`config.mk`:
```
export PLATFORM = sky130hd
export DESIGN_NAME = tact_event_decoder_flat
export DESIGN_NICKNAME = d
export VERILOG_FILES = /design/src/rtl/tact_event_decoder_if.sv /design/src/rtl/tact_event_decoder.sv /design/src/flat_wrapper.sv
export SDC_FILE = /design/constraint.sdc
export NUM_CORES = 1
export LEC_CHECK = 0
export ABC_AREA = 1
export CORE_MARGIN = 3
export CORE_UTILIZATION = 34
export DETAILED_ROUTE_END_ITERATION = 8
export PLACE_DENSITY_LB_ADDON = 0.3
export SLEW_MARGIN = 20
export SYNTH_ARGS = -nofsm -noshare
export SYNTH_HDL_FRONTEND = slang
export SYNTH_SLANG_ARGS = --single-unit
```
`constraint.sdc`:
```
create_clock -name CLK_24MHz -period 1.6 [get_ports CLK_24MHz]
set_clock_uncertainty 0.05 [all_clocks]
set_input_delay 0.48 -clock CLK_24MHz [delete_from_list [all_inputs] [get_ports CLK_24MHz]]
set_output_delay 0.48 -clock CLK_24MHz [all_outputs]
set_load 0.005 [all_outputs]
```
`src/rtl/tact_event_decoder_if.sv`:
```
// rtl/tact_event_decoder_if.sv - button pin and event pulse bundle for tact_event_decoder
// master drives the raw pin and consumes events; slave is the decoder.
interface tact_event_decoder_if;
  logic Tact1;
  logic PRESSED;
  logic SHORT_PULSE;
  logic LONG_PULSE;
  logic DOUBLE_PULSE;

  modport master (
    output Tact1,
    input  PRESSED,
    input  SHORT_PULSE,
    input  LONG_PULSE,
    input  DOUBLE_PULSE
  );

  modport slave (
    input  Tact1,
    output PRESSED,
    output SHORT_PULSE,
    output LONG_PULSE,
    output DOUBLE_PULSE
  );
endinterface

```
`src/rtl/tact_event_decoder.sv`:
```
// rtl/tact_event_decoder.sv - Tact1 synchronizer, debouncer and short/long/double click classifier
// Optional double-click detection is built when TACT_DOUBLE_CLICK_EN is defined.
module tact_event_decoder #(
  parameter int unsigned DEB_CNT  = 240000,
  parameter int unsigned W_DEB    = 18,
  parameter int unsigned LONG_CNT = 12000000,
  parameter int unsigned DBL_CNT  = 7200000,
  parameter int unsigned W_HOLD   = 24
) (
  input  logic                  CLK_24MHz,
  input  logic                  RST,
  tact_event_decoder_if.slave   bus
);

  localparam logic [W_DEB-1:0]  DEB_LAST  = W_DEB'(DEB_CNT - 1);
  localparam logic [W_HOLD-1:0] LONG_LAST = W_HOLD'(LONG_CNT - 1);

`ifdef TACT_DOUBLE_CLICK_EN
  localparam logic [W_HOLD-1:0] DBL_LAST  = W_HOLD'(DBL_CNT - 1);
  localparam int unsigned       EVT_W     = 3;
  typedef enum logic [2:0] {
    ST_IDLE   = 3'd0,
    ST_PRESS  = 3'd1,
    ST_LONG   = 3'd2,
    ST_WAIT2  = 3'd3,
    ST_PRESS2 = 3'd4
  } state_t;
`else
  localparam int unsigned       EVT_W     = 2;
  typedef enum logic [1:0] {
    ST_IDLE  = 2'd0,
    ST_PRESS = 2'd1,
    ST_LONG  = 2'd2
  } state_t;
`endif

  logic [1:0]       sync_q;
  logic             s;
  logic             d;
  logic [W_DEB-1:0] dcnt;

  always_ff @(posedge CLK_24MHz) begin
    if (RST) begin
      sync_q <= 2'b11;
    end else begin
      sync_q <= {sync_q[0], bus.Tact1};
    end
  end

  assign s = sync_q[1];

  // Any disagreement must persist DEB_CNT consecutive cycles before d follows s.
  always_ff @(posedge CLK_24MHz) begin
    if (RST) begin
      d    <= 1'b1;
      dcnt <= '0;
    end else if (s == d) begin
      dcnt <= '0;
    end else if (dcnt == DEB_LAST) begin
      d    <= s;
      dcnt <= '0;
    end else begin
      dcnt <= dcnt + 1'b1;
    end
  end

  assign bus.PRESSED = ~d;

  state_t            state_q, state_d;
  logic [W_HOLD-1:0] hcnt_q, hcnt_d;
  logic [EVT_W-1:0]  evt_d, evt_q, pulse_q;

  always_ff @(posedge CLK_24MHz) begin
    if (RST) begin
      state_q <= ST_IDLE;
      hcnt_q  <= '0;
      evt_q   <= '0;
      pulse_q <= '0;
    end else begin
      state_q <= state_d;
      hcnt_q  <= hcnt_d;
      evt_q   <= evt_d;
      pulse_q <= evt_q;
    end
  end

  // evt bits: [0] short, [1] long, [2] double
  always_comb begin
    state_d = state_q;
    hcnt_d  = hcnt_q;
    evt_d   = '0;
    case (state_q)
      ST_IDLE: begin
        if (!d) begin
          hcnt_d  = '0;
          state_d = ST_PRESS;
        end
      end
      ST_PRESS: begin
        if (d) begin
`ifdef TACT_DOUBLE_CLICK_EN
          hcnt_d   = '0;
          state_d  = ST_WAIT2;
`else
          evt_d[0] = 1'b1;
          state_d  = ST_IDLE;
`endif
        end else if (hcnt_q == LONG_LAST) begin
          evt_d[1] = 1'b1;
          state_d  = ST_LONG;
        end else begin
          hcnt_d = hcnt_q + 1'b1;
        end
      end
      ST_LONG: begin
        if (d) begin
          state_d = ST_IDLE;
        end
      end
`ifdef TACT_DOUBLE_CLICK_EN
      ST_WAIT2: begin
        if (!d) begin
          state_d = ST_PRESS2;
        end else if (hcnt_q == DBL_LAST) begin
          evt_d[0] = 1'b1;
          state_d  = ST_IDLE;
        end else begin
          hcnt_d = hcnt_q + 1'b1;
        end
      end
      ST_PRESS2: begin
        if (d) begin
          evt_d[2] = 1'b1;
          state_d  = ST_IDLE;
        end
      end
`endif
      default: begin
        state_d = ST_IDLE;
      end
    endcase
  end

  assign bus.SHORT_PULSE  = pulse_q[0];
  assign bus.LONG_PULSE   = pulse_q[1];
`ifdef TACT_DOUBLE_CLICK_EN
  assign bus.DOUBLE_PULSE = pulse_q[2];
`else
  assign bus.DOUBLE_PULSE = 1'b0;
`endif

endmodule

```
`src/flat_wrapper.sv`:
```
// flat-port wrapper written by rule: the top's interface ports become plain ports
module tact_event_decoder_flat 
#(
  parameter int unsigned DEB_CNT  = 240000,
  parameter int unsigned W_DEB    = 18,
  parameter int unsigned LONG_CNT = 12000000,
  parameter int unsigned DBL_CNT  = 7200000,
  parameter int unsigned W_HOLD   = 24
)
  (CLK_24MHz, RST, bus_Tact1, bus_PRESSED, bus_SHORT_PULSE, bus_LONG_PULSE, bus_DOUBLE_PULSE);
  tact_event_decoder_if bus_i ();
  input  logic CLK_24MHz;
  input  logic RST;
  input wire logic [$bits(bus_i.Tact1)-1:0] bus_Tact1;
  output wire logic [$bits(bus_i.PRESSED)-1:0] bus_PRESSED;
  output wire logic [$bits(bus_i.SHORT_PULSE)-1:0] bus_SHORT_PULSE;
  output wire logic [$bits(bus_i.LONG_PULSE)-1:0] bus_LONG_PULSE;
  output wire logic [$bits(bus_i.DOUBLE_PULSE)-1:0] bus_DOUBLE_PULSE;
  assign bus_i.Tact1 = bus_Tact1;
  assign bus_PRESSED = bus_i.PRESSED;
  assign bus_SHORT_PULSE = bus_i.SHORT_PULSE;
  assign bus_LONG_PULSE = bus_i.LONG_PULSE;
  assign bus_DOUBLE_PULSE = bus_i.DOUBLE_PULSE;
  tact_event_decoder #(.DEB_CNT(DEB_CNT), .W_DEB(W_DEB), .LONG_CNT(LONG_CNT), .DBL_CNT(DBL_CNT), .W_HOLD(W_HOLD)) u_core (.CLK_24MHz(CLK_24MHz), .RST(RST), .bus(bus_i));
endmodule
```
==> results of run 1 <==
[power by group through the flow]
stage,clock network (mW),registers (mW),logic [mW]
after global placement,0,1.30,0.0369
after floorplan,0,1.30,0.0222
after detailed placement,0,1.30,0.0371
after CTS,0.995,1.27,0.0377
after global routing,1.04,1.27,0.0422
final,0.957,1.27,0.0378
[cell families after synthesis]
kind of cell / count (synthesis)
XOR/XNOR: 5
buffers and inverters: 72
other: 1
flip-flops: 51
adder cells (fa/ha/maj): 2
AO/OA/AOI/OAI: 25
AND/OR/NAND/NOR: 261
[area by class of cell]
| cell class | count | area (um^2) |
|---|---|---|
| well taps | 102 | 128 |
| clock buffers | 6 | 82.6 |
| repair buffers | 36 | 294 |
| fillers | 813 | 4340 |
| flip-flops and latches | 51 | 1030 |
| clock inverters | 2 | 38.8 |
| multi-input cells | 294 | 1620 |
| inverters | 62 | 233 |
[stage by stage]
step	instance area (um^2)	std cells	power, mW
2_1_floorplan	2740	417	1.32
3_3_place_gp	3060	542	1.34
3_5_place_dp	3060	542	1.34
4_1_cts	3220	552	2.31
5_1_grt	3420	553	2.36
6_report	3420	553	2.27
[repair_timing]
action | in CTS | in global routing
hold endpoints to repair | 0 | 0
pin swaps | 1 | 10
resized for setup | 12 | 40
setup buffers | 2 | 1
endpoints found under the setup margin | 30 | 45
cloned | 0 | 0
[synthesized netlist by cell type, drive strengths merged, types with 2 or more instances]
master,count
dfxtp,51
o31ai,2
nand4,15
nand3,40
xor2,3
or2,4
clkbuf,4
nor3b,3
o21ai,4
nor4,3
nand2,103
buf,6
nor2,73
nor3,19
inv,62
a21oi,18
ha,2
xnor2,2
[worst max-delay path, cell delays in order, from the launching register on]
cell and delay (ps):
dfxtp_2 360, ha_4 160, nand2_4 50, nor2_4 160, nand2_2 70, inv_2 90, nand3_4 100, nand2_2 190
nor2_1 90, nand3_1 70, nand2_1 50
[registers in the layout, indices dropped and copies added (netlist names)]
| signal | cells |
|---|---|
| u_core.hcnt_q | 24 |
| u_core.d | 1 |
| u_core.sync_q | 2 |
| u_core.state_q | 2 |
| u_core.pulse_q | 2 |
| u_core.evt_q | 2 |
| u_core.dcnt | 18 |
[layer usage]
metal | global-route usage (%) | share of wire, %
met1 | 15.9 | 46
met2 | 23.2 | 49
met3 | 2.35 | 2.8
met4 | 3.32 | 1.4
met5 | 0 | 0
[worst paths after layout]
| path | from | endpoint | depth (start not counted) |
|---|---|---|---|
| worst min-delay path | u_core.evt_q[0] | u_core.pulse_q[0] | 2 |
| worst max register to register | u_core.hcnt_q[1] | u_core.hcnt_q[1] | 10 |
| worst max-delay path | u_core.hcnt_q[1] | u_core.hcnt_q[1] | 10 |
| worst min register to register | u_core.evt_q[0] | u_core.pulse_q[0] | 2 |
==> impl_metrics.yaml, run 1 <==
die:
  core_um2: 7770
  die_height_um: 95.7
  fp.dieW_um: 95.7
  initial_utilization_pct: 35.2
  die_area_um2: 9160
  ios: 7
  rows: 32
clock_network:
  htreeDepth: 2
  cts_buffers: 5
  clkTransAtPathRegs_ps: 100
  clockBufferDepth: 2
  cts_sinks: 51
  clock_latency_ps: 310
  cts_tree: "built"
  cts_root_buf: "clkbuf_8"
  ctsHoldBuffers: 0
placed_design:
  pre_cts_ws_ps: -253
  place_hpwl_um: 4250
  port-buffer-count: 5
  gp_congestion: 0.810
power_and_ir_drop:
  pwr-share-clk_pct: 42.2
  swShare_pct: 20.6
  irDropWorstVdd_uv: 304
  power.switching_mw: 0.468
  combPwrFrac_pct: 1.7
  power_frac_seq_pct: 56.1
  power_leakage_nw: 1.33
  power.internal_mw: 1.80
  cellPowerDensity_nw_per_um2: 663
logic_synthesis:
  seq_area_frac_synth_pct: 37.3
  post_synth_instance_area_um2: 2740
  synthAdderAreaFrac_pct: 0.915
  synth_xor_area_share_pct: 1.60
  synth_top_area_share_pct: 37.3
  synth_warnings: 0
  synth_seq_cells: 51
  synth_top_family_by_area: "simple AND/OR/NAND/NOR gates"
  yosys.area.top_type: "dfxtp_1"
  syn-num-nets: 422
  synthArstFlopShare_pct: 0
  muxShareOfSynthArea_pct: 0
  synth_compound_area_share_pct: 5.03
  syn_inst: 417
  ys_types: 31
  syn_area_per_cell_um2: 6.56
  yosys_most_used_dff: "dfxtp_1"
  synth_edf_count: 0
  synth-simple-area-share_pct: 44.3
  synthTopCellsByArea: "dfxtp_1, nand2_1, nor2_1"
global_routing:
  gr-total-overflow: 0
  grt_max_degree: 19
  grt_pass1_wl_um: 9630
  grt_antenna_before_repair: 0
  grt_use_total_pct: 12.9
  grt_pass1_vias: 2274
min_path:
  hold_path_class: "reg -> reg"
critical_path:
  cp-start-kind: "flip-flop"
  critPathKind: "reg -> reg"
  worst_setup_path_end_kind: "flip-flop"
  worstPathArrival_ps: 1710
  r2r_setup_slack_ps: 50
  path_max_fanout: 10
  worstPathRequired_ps: 1760
timing:
  setup_viol: 0
  final_max_slew_viol_count: 0
  period_needed_ps: 1550
  finalSetupTns_ps: 0
  hold_viol: 0
  max_freq_mhz: 645
  fin_ws_ps: 50.6
  hold_slack_ps: 359
  rsz0062_at_grt: "true"
  timing.final.crit_share_pct: 96.8
drt:
  firstDrtPassIters: 4
  vias: 2606
  wl_per_cell_um: 10.6
  ant_nets: 0
  drt-total-wl_um: 5840
  drc: 0
  drt_iter0_markers: 99
  via_per_inst: 4.71
layout:
  n_antenna_cell: 0
  synthToLayoutAreaGrowth_pct: 25.2
  nets: 455
  mostFrequentLayoutCells: "nand2_1, nor2_1, inv_1"
  final_core_util_pct: 44.1
  mostFrequentLayoutCell: "nand2_1"
  drive_above_1_share_pct: 21.5
flow_run:
  maxCapViolCount: 0
run_status:
  outcome: "complete, no violations"
(Power assumes the default switching activity.)
==> run 2: changes to the inputs <==
--- a/config.mk
+++ b/config.mk
@@ -5,7 +5,7 @@
 export SDC_FILE = /design/constraint.sdc
 export NUM_CORES = 1
 export LEC_CHECK = 0
-export ABC_AREA = 1
+export CORE_ASPECT_RATIO = 2
 export CORE_MARGIN = 3
 export CORE_UTILIZATION = 34
 export DETAILED_ROUTE_END_ITERATION = 8
==> run 2 against run 1 <==
Effect of this change:
- the flow now finishes with violations (setup timing)
- highest routed layer unchanged
- hold slack improved by 4.7 ps
- fmax decreased by 12%
- total power increased by 7.9%
- sequential cell count unchanged
- non-clock buffer count increased by 43
- critical endpoint is now u_core.hcnt_q[7]
==> impl_metrics.yaml, run 2 <==
layout:
  largest_reg_flops: 24
  regMostFlops: "u_core.hcnt_q"
  nets: 348
  post-route-cell-area_um2: 3410
  mostFrequentLayoutCell: "buf_4"
  final_core_util_pct: 50.7
  drive_above_1_share_pct: 39.8
  largestRegisters: "u_core.hcnt_q (24), u_core.dcnt (18)"
  n_antenna_cell: 0
  mostFrequentLayoutCells: "buf_4, dfxtp_1, nor2_1"
  synthToLayoutAreaGrowth_pct: 43.6
logic_synthesis:
  synth_top_area_share_pct: 43.0
  synth_xor_area_share_pct: 9.58
  syn_inst: 267
  seq_area_frac_synth_pct: 43.0
  syn_area_per_cell_um2: 8.90
  ys_types: 47
  synth_warnings: 0
  syn-num-nets: 272
  synth_seq_cells: 51
  synth_edf_count: 0
  yosys.area.top_type: "dfxtp_1"
  post_synth_instance_area_um2: 2380
  synthTopCellsByArea: "dfxtp_1, xor2_1, nor2_1"
  muxShareOfSynthArea_pct: 0.895
  synthArstFlopShare_pct: 0
  netlist_top_cells_count: "dfxtp_1, nor2_1, nand3_1"
  yosys_most_used_dff: "dfxtp_1"
  synth_compound_area_share_pct: 7.27
  yosysMostFrequentCell: "dfxtp_1"
  synth-simple-area-share_pct: 34.7
  synthAdderAreaFrac_pct: 1.05
  synth_top_family_by_area: "simple AND/OR/NAND/NOR gates"
critical_path:
  critPathMaxStageDelay_ps: 470
  path_buf_inv: 1
  path_max_fanout: 23
  crit_chain: "ha_4, and3_4, nand3_4, o31ai_4, buf_12, or4_1, a21oi_1"
  critPathSlowestCell: "or4_1"
  worst_setup_path_end_kind: "flip-flop"
  worstPathRequired_ps: 1780
  cp-start-kind: "flip-flop"
  worstPathArrival_ps: 1940
  critPathKind: "reg -> reg"
  cp_top_family: "simple AND/OR/NAND/NOR gates"
power_and_ir_drop:
  cellPowerDensity_nw_per_um2: 717
  irDropWorstVdd_uv: 584
  power_leakage_nw: 1.30
  power_mw: 2.45
global_routing:
  grt_pass1_wl_um: 9830
  gr-total-overflow: 0
  grt_pass1_vias: 2231
  grt_antenna_before_repair: 0
  grt_max_degree: 24
  grt_use_total_pct: 15.5
timing:
  final_max_slew_viol_count: 0
  setup_viol: 12
  period_needed_ps: 1770
  hold_slack_ps: 364
  timing.final.crit_share_pct: 111
  fin_ws_ps: -168
  rsz0062_at_grt: "true"
  hold_viol: 0
  max_freq_mhz: 566
drt:
  firstDrtPassIters: 4
  drt_iter0_markers: 64
  vias: 2183
  ant_nets: 0
  wl_per_cell_um: 13.7
  drc: 0
  drt-total-wl_um: 5930
  via_per_inst: 5.05
clock_network:
  htreeDepth: 2
  ctsHoldBuffers: 0
  clkTransAtPathRegs_ps: 70
  cts_buffers: 5
  cts_sinks: 51
  clockBufferDepth: 2
  cts_root_buf: "clkbuf_16"
  cts_tree: "built"
  clock_latency_ps: 300
flow_run:
  maxCapViolCount: 0
run_status:
  violations: "setup timing"
  outcome: "finished, violations left"
min_path:
  hold_path_class: "reg -> reg"
placed_design:
  dpl-instance-area_um2: 3080
  place_hpwl_um: 4370
  gp_congestion: 0.786
  port-buffer-count: 5
die:
  core_um2: 6730
  initial_utilization_pct: 35.3
  ios: 7
  rows: 42
  fp.dieW_um: 65.1
  die_area_um2: 8090
  die_height_um: 124
run 2: cell count changes after synthesis, moves of 6 or more:
cell and delta:
nor2_1 -31, nand3_1 -15, xor2_1 +14, and4_1 +6
nor3_1 -9, a21oi_1 -11, nand2_1 -80, or3_1 +7
inv_1 -56, xnor2_1 +7
run 2: repair_timing:
action,in CTS,in global routing
cloned,0,0
pin swaps,5,7
resized for setup,20,21
endpoints found under the setup margin,40,45
setup buffers,0,7
run 2: worst register-to-register path: stages (launching register included):
cell and delay, ps:
dfxtp_4 350, ha_4 150, and3_4 180, nand3_4 90, o31ai_4 80, buf_12 170, or4_1 480, a21oi_1 150
run 2: layout make-up:
cell class	count	area [um^2]
Fill cell	678	3310
Multi-Input combinational cell	201	1440
Sequential cell	51	1050
Timing Repair Buffer	79	633
Clock buffer	5	125
Tap cell	88	110
Clock inverter	3	28.8
Inverter	5	18.8
run 2: final timing paths:
path	end	cells past startpoint	slack (ps)	from
setup reg to reg	u_core.hcnt_q[7]	7	-170	u_core.hcnt_q[0]
setup / recovery	u_core.hcnt_q[7]	7	-170	u_core.hcnt_q[0]
hold reg to reg	u_core.sync_q[1]	1	360	u_core.sync_q[0]
hold / removal	u_core.sync_q[1]	1	360	u_core.sync_q[0]
run 2: per-layer routing:
layer | wire length (um) | part of all wire [%] | vias to the layer above | GRT usage [%]
met4 | 253 | 4.3 | 0 | 8.07
met5 | 0 | 0 | - | 0
met2 | 3460 | 58 | 21 | 30.0
met3 | 81 | 1.4 | 15 | 2.71
met1 | 2130 | 36 | 1048 | 14.8
li1 | - | - | 1099 | -
run 2: kinds of logic (layout without fill, tap and decap cells):
group,count (synthesis),in the layout
and+or+nand+nor,145,145
DFF,51,51
xor gates and xnor gates,26,26
AOI/OAI and AO/OA,25,25
buffers and inverters,15,92
adders and majority gates,2,2
muxes,2,2
other,1,1
run 2: report_power, final:
| part | internal, mW | switching (mW) | leakage [nW] |
|---|---|---|---|
| Combinational | 0.0314 | 0.0292 | 0.801 |
| Sequential | 1.26 | 0.00177 | 0.419 |
| Clock | 0.597 | 0.526 | 0.0759 |
run 2: stage by stage:
step / cells / setup TNS, ps / setup WS (ps)
after global placement: 417 / -8980 / -401
after detailed placement: 417 / -10490 / -436
after CTS: 425 / -1040 / -173
final: 432 / -948 / -168
after global routing: 432 / -2430 / -224
after floorplan: 267 / -852 / -61.7
